File: src/rtl/keycode_player.sv
// keycode_player: queues key events and replays each keycode for a number of
// frames, paced by a frame strobe sampled in the Clk domain.
// Optional build macro KEYCODE_GAP_EN: when defined, one frame of 8'h00 is
// inserted after every event; when undefined, events play back-to-back.
module keycode_player #(
  parameter int DEPTH  = 4,
  parameter int HOLD_W = 8
) (
  input  logic                    Clk,
  input  logic                    Reset_n,
  input  logic                    frame_clk,
  input  logic                    ev_valid,
  input  logic [7:0]              ev_code,
  input  logic [HOLD_W-1:0]       ev_hold,
  output logic                    ev_ready,
  input  logic                    flush,
  output logic [7:0]              keycode,
  output logic                    busy,
  output logic [$clog2(DEPTH):0]  fifo_count
);

  localparam int PW = $clog2(DEPTH);
  localparam int CW = $clog2(DEPTH) + 1;

  typedef struct packed {
    logic [7:0]        code;
    logic [HOLD_W-1:0] hold;
  } ev_t;

  typedef enum logic [1:0] {IDLE, HOLD, GAP} state_t;

  state_t            state, state_nx;
  logic [7:0]        key_nx;
  logic [HOLD_W-1:0] hold_cnt, hold_nx;

  logic fc_s1, fc_s2, fc_d;
  logic frame_tick;

  ev_t          mem [DEPTH];
  logic [PW-1:0] wr_ptr, rd_ptr;
  logic [CW-1:0] count;
  logic          full, empty, push, pop;
  ev_t           head;
  logic [HOLD_W-1:0] head_hold;

  // two-flop synchronizer on the frame strobe plus a delay flop for edge detect
  always_ff @(posedge Clk or negedge Reset_n) begin
    if (!Reset_n) begin
      fc_s1 <= 1'b0;
      fc_s2 <= 1'b0;
      fc_d  <= 1'b0;
    end else begin
      fc_s1 <= frame_clk;
      fc_s2 <= fc_s1;
      fc_d  <= fc_s2;
    end
  end

  assign frame_tick = fc_s2 & ~fc_d;

  // occupancy flags come from the registered count, so a same-cycle push
  // into an empty FIFO is never visible to the pop decision
  assign full       = (count == CW'(DEPTH));
  assign empty      = (count == '0);
  assign ev_ready   = ~full;
  assign push       = ev_valid & ev_ready & ~flush;
  assign fifo_count = count;
  assign busy       = (state != IDLE);
  assign head       = mem[rd_ptr];
  assign head_hold  = (head.hold == '0) ? HOLD_W'(1) : head.hold;

  // event storage; contents need no reset because count gates every read
  always_ff @(posedge Clk) begin
    if (push) mem[wr_ptr] <= '{code: ev_code, hold: ev_hold};
  end

  // FIFO pointers and occupancy; flush empties the queue outright
  always_ff @(posedge Clk or negedge Reset_n) begin
    if (!Reset_n) begin
      wr_ptr <= '0;
      rd_ptr <= '0;
      count  <= '0;
    end else if (flush) begin
      wr_ptr <= '0;
      rd_ptr <= '0;
      count  <= '0;
    end else begin
      if (push) wr_ptr <= wr_ptr + PW'(1);
      if (pop)  rd_ptr <= rd_ptr + PW'(1);
      case ({push, pop})
        2'b10:   count <= count + CW'(1);
        2'b01:   count <= count - CW'(1);
        default: count <= count;
      endcase
    end
  end

  // FSM state, keycode and hold counter registers
  always_ff @(posedge Clk or negedge Reset_n) begin
    if (!Reset_n) begin
      state    <= IDLE;
      keycode  <= 8'h00;
      hold_cnt <= '0;
    end else begin
      state    <= state_nx;
      keycode  <= key_nx;
      hold_cnt <= hold_nx;
    end
  end

  // next-state logic; keycode only moves on a frame tick or a flush
  always_comb begin
    state_nx = state;
    key_nx   = keycode;
    hold_nx  = hold_cnt;
    pop      = 1'b0;
    if (flush) begin
      state_nx = IDLE;
      key_nx   = 8'h00;
      hold_nx  = '0;
    end else if (frame_tick) begin
      case (state)
        IDLE: begin
          if (!empty) begin
            pop      = 1'b1;
            key_nx   = head.code;
            hold_nx  = head_hold;
            state_nx = HOLD;
          end else begin
            key_nx   = 8'h00;
          end
        end
        HOLD: begin
          if (hold_cnt > HOLD_W'(1)) begin
            hold_nx = hold_cnt - HOLD_W'(1);
          end else begin
`ifdef KEYCODE_GAP_EN
            state_nx = GAP;
            key_nx   = 8'h00;
            hold_nx  = '0;
`else
            if (!empty) begin
              pop      = 1'b1;
              key_nx   = head.code;
              hold_nx  = head_hold;
            end else begin
              state_nx = IDLE;
              key_nx   = 8'h00;
              hold_nx  = '0;
            end
`endif
          end
        end
        GAP: begin
          if (!empty) begin
            pop      = 1'b1;
            key_nx   = head.code;
            hold_nx  = head_hold;
            state_nx = HOLD;
          end else begin
            state_nx = IDLE;
            key_nx   = 8'h00;
          end
        end
        default: begin
          state_nx = IDLE;
          key_nx   = 8'h00;
          hold_nx  = '0;
        end
      endcase
    end
  end

endmodule

File: config.mk
export PLATFORM = sky130hd
export DESIGN_NAME = keycode_player
export DESIGN_NICKNAME = d
export VERILOG_FILES = /design/src/rtl/keycode_player.sv
export SDC_FILE = /design/constraint.sdc
export NUM_CORES = 1
export LEC_CHECK = 0
export ABC_AREA = 1
export CAP_MARGIN = 15
export CORE_UTILIZATION = 50
export DETAILED_ROUTE_END_ITERATION = 8
export DONT_BUFFER_PORTS = 1
export PLACE_DENSITY = 0.74
export SKIP_CTS_REPAIR_TIMING = 1
export SLEW_MARGIN = 10
export SYNTH_ARGS = -nofsm -noshare
export SYNTH_HDL_FRONTEND = slang
export SYNTH_SLANG_ARGS = --single-unit
export TNS_END_PERCENT = 5
File: constraint.sdc
create_clock -name Clk -period 2.7 [get_ports Clk]
set_input_delay 0.27 -clock Clk [delete_from_list [all_inputs] [get_ports Clk]]
set_output_delay 0.27 -clock Clk [all_outputs]
set_load 0.02 [all_outputs]
==> metrics.csv <==
stage,metric,value,unit
run_status,status,"finished, final reports clean",
route,1st-iter DRT viols,172,
grt,first-pass GRT wire length,12100,um
final_layout,"Core Util, Final",57.6,%
floorplan,Core Area,7730,um^2
final_layout,Filler cells,652,
cts,CTS Sinks,91,
sta,Final Max Slew Viols,0,
setup_path,CP Cell Sequence,nor3_2 > nor2_1 > nand3_2 > inv_1 > fa_1 > xnor2_1 > xor2_1 > nand2_1 > nand2_1,
cts,Max Root-Sink Buffers,2,
setup_path,Crit path max-delay family,simple AND/OR/NAND/NOR gates,
setup_path,CP bufs+invs,1,
final_layout,final instance area,4450,um^2
route,DRC viols,0,
cts,CTS H-tree lvls,3,
power_and_ir_drop,worst vdd ir,0.000361,V
final_layout,share of cells above drive strength 1,8.37,%
power_and_ir_drop,Pwr Density,640,nW/um^2
sta,unrepaired setup endpoints after global routing,false,
final_layout,register area,2600,um^2
logic_synthesis,Mapped Area,3980,um^2
power_and_ir_drop,Pleak,1.85,nW
cts,worst skew pair latency,360,ps
floorplan,Core Rows,32,
cts,Num CTS Buffers,9,
run,max cap viols,0,
final_layout,"commonest cells after routing, fill and taps aside","129 x nand2_1, 64 x edfxtp_1, 31 x nand3_1, 27 x dfrtp_1, 24 x inv_1",
sta,Fmax,449,MHz
final_layout,diodes inserted,0,
cts,Root Buffer,clkbuf_8,
grt,initial antenna violation count,0,
cts,CTS tree,yes,
logic_synthesis,Syn Nets,404,
route,Via density,5.26,
place,Final GP Congestion,0.857,
route,drt first pass iters,4,
grt,GRT Total Usage,19.2,%
setup_path,Worst Path Max Fanout,6,
sta,setup TNS,0,ps
final_layout,"commonest non-fill, non-tap cell in the layout",nand2_1,
route,Total Routed Length,7590,um
final_layout,area of the multi-input gates,1200,um^2
floorplan,die span in y,91.2,um
setup_path,crit path DAT,2520,ps
place,Placed Area,4070,um^2
logic_synthesis,post-synthesis cell count,376,
sta,Max-slew headroom,65.5,%
route,Routed Antenna Nets,0,
logic_synthesis,Synth Register Bits,91,
sta,part of the cycle the worst path needs,82.4,%
grt,vias in the first global route,2515,
setup_path,Crit Path Class,reg -> reg,
sta,Slew @ Worst Pin,518,ps
sta,fin crit period,2230,ps
floorplan,IO Count,34,
sta,Fin Clk Skew,15.1,ps
grt,largest net degree at the start of global routing,34,
route,vias,2672,
setup_path,Startpoint Class,flop,
worst_hold_path,Worst Hold Class,in -> reg,
logic_synthesis,Synth Warn #,0,
place,IO Port Bufs,0,
place,post-DP HPWL,4780,um
logic_synthesis,post-synthesis cell type count,33,
floorplan,starting density of the core,51.5,%
sta,Final Hold Vio Count,0,
route,WL/cell,14.9,um
setup_path,Worst EP required,2990,ps
floorplan,Die X,91.2,um
grt,total gr overflow,0,
setup_path,crit-path max cell delay,510,ps
setup_path,Crit. End Element,flop,
setup_path,"Top cell by count, worst path",nand2_1,
setup_path,"Slowest-stage cell, CP",dfrtp_1,
cts,clk slew on worst S/H paths,80,ps
final_layout,Total Nets Final,429,
sta,Setup Viol. Count Final,0,
floorplan,Die Area,8320,um^2
final_layout,Layout area overhead,11.9,%
logic_synthesis,sequential area share after synthesis,65.3,%
logic_synthesis,Mean Syn Cell Area,10.6,um^2
==> sequential cells by signal, summed over array words and instances (netlist names), 2 cells and up <==
register / cells
mem: 64
hold_cnt: 8
keycode: 8
fifo_count: 3
rd_ptr: 2
wr_ptr: 2
==> stage by stage <==
stage	power (mW)	worst slack (ps)	hold WS, ps	std cells
2_1_floorplan	1.94	484	-25.6	376
3_3_place_gp	2.01	574	-24.3	472
3_5_place_dp	2.02	496	-24.2	472
4_1_cts	2.84	468	-425	488
5_1_grt	3.01	190	70.3	508
6_report	2.85	474	64.7	508
==> routing by layer <==
| layer | track usage, % | routed length (um) | share of wire, % | up-vias |
|---|---|---|---|---|
| li1 | - | - | - | 1311 |
| met1 | 24.4 | 3310 | 44 | 1289 |
| met2 | 31.4 | 3750 | 49 | 63 |
| met3 | 5.78 | 444 | 5.8 | 9 |
| met4 | 6.22 | 86 | 1.1 | 0 |
| met5 | 0 | 0 | 0 | - |
==> area by class of cell <==
| type | instances | share of cell area, % |
|---|---|---|
| clock buffers | 10 | 2.87 |
| well taps | 102 | 2.87 |
| multi-input cells | 246 | 26.9 |
| inverters | 28 | 2.42 |
| clock inverters | 6 | 1.07 |
| flip-flops and latches | 91 | 58.3 |
| repair buffers | 25 | 5.56 |
==> kinds of logic (layout without fill, tap and decap cells) <==
logic type / after synthesis / in the layout / synth area share, %
AO/OA/AOI/OAI: 39 / 39 / 5.94
XOR/XNOR: 5 / 5 / 1.10
flip-flops: 91 / 91 / 65.3
AND/OR/NAND/NOR: 195 / 195 / 20.7
buffers and inverters: 39 / 69 / 4.59
adder cells (fa/ha/maj): 7 / 7 / 2.39
==> power by group <==
group / internal (mW) / total (mW) / switching (mW)
clock network: 0.343 / 0.823 / 0.480
registers: 1.56 / 1.61 / 0.0538
logic: 0.157 / 0.417 / 0.259
==> cell usage after synthesis, drive strengths merged <==
library cell | instances | area share (%)
nand2 | 131 | 13
edfxtp | 64 | 48
nand3 | 32 | 4.2
inv | 28 | 2.7
dfrtp | 27 | 17
nor2 | 25 | 2.6
o21ai | 18 | 2.3
buf | 11 | 1.9
a21oi | 9 | 1.2
a32o | 6 | 1.5
ha | 6 | 1.9
o22ai | 5 | 0.79
nor3 | 3 | 0.63
xor2 | 3 | 0.66
nand3b | 2 | 0.38
xnor2 | 2 | 0.44
a31oi | 1 | 0.16
fa | 1 | 0.50
nand4 | 1 | 0.16
or2 | 1 | 0.16
==> worst paths after layout <==
| check | endpoint | from | slack [ps] | depth (start not counted) |
|---|---|---|---|---|
| max | fifo_count[2]$_DFFE_PN0P_ | fifo_count[1]$_DFFE_PN0P_ | 470 | 9 |
| min | state[0]$_DFFE_PN0P_ | flush | 60 | 3 |
| max reg2reg | fifo_count[2]$_DFFE_PN0P_ | fifo_count[1]$_DFFE_PN0P_ | 470 | 9 |
| min reg2reg | fc_s2$_DFF_PN0_ | fc_s1$_DFF_PN0_ | 380 | 0 |
| max in group asynchronous | fifo_count[0]$_DFFE_PN0P_ | Reset_n | 2150 | 2 |
| min in group asynchronous | keycode[7]$_DFFE_PN0P_ | Reset_n | 390 | 2 |
==> worst register-to-register path: stages, from the launching register on <==
cell     delay [ps]
dfrtp_1         510
nor3_2          430
nor2_1          160
nand3_2         140
inv_1            80
fa_1            380
xnor2_1         200
xor2_1          160
nand2_1          60
nand2_1          50
No activity file was read; power rests on OpenSTA's default activity.
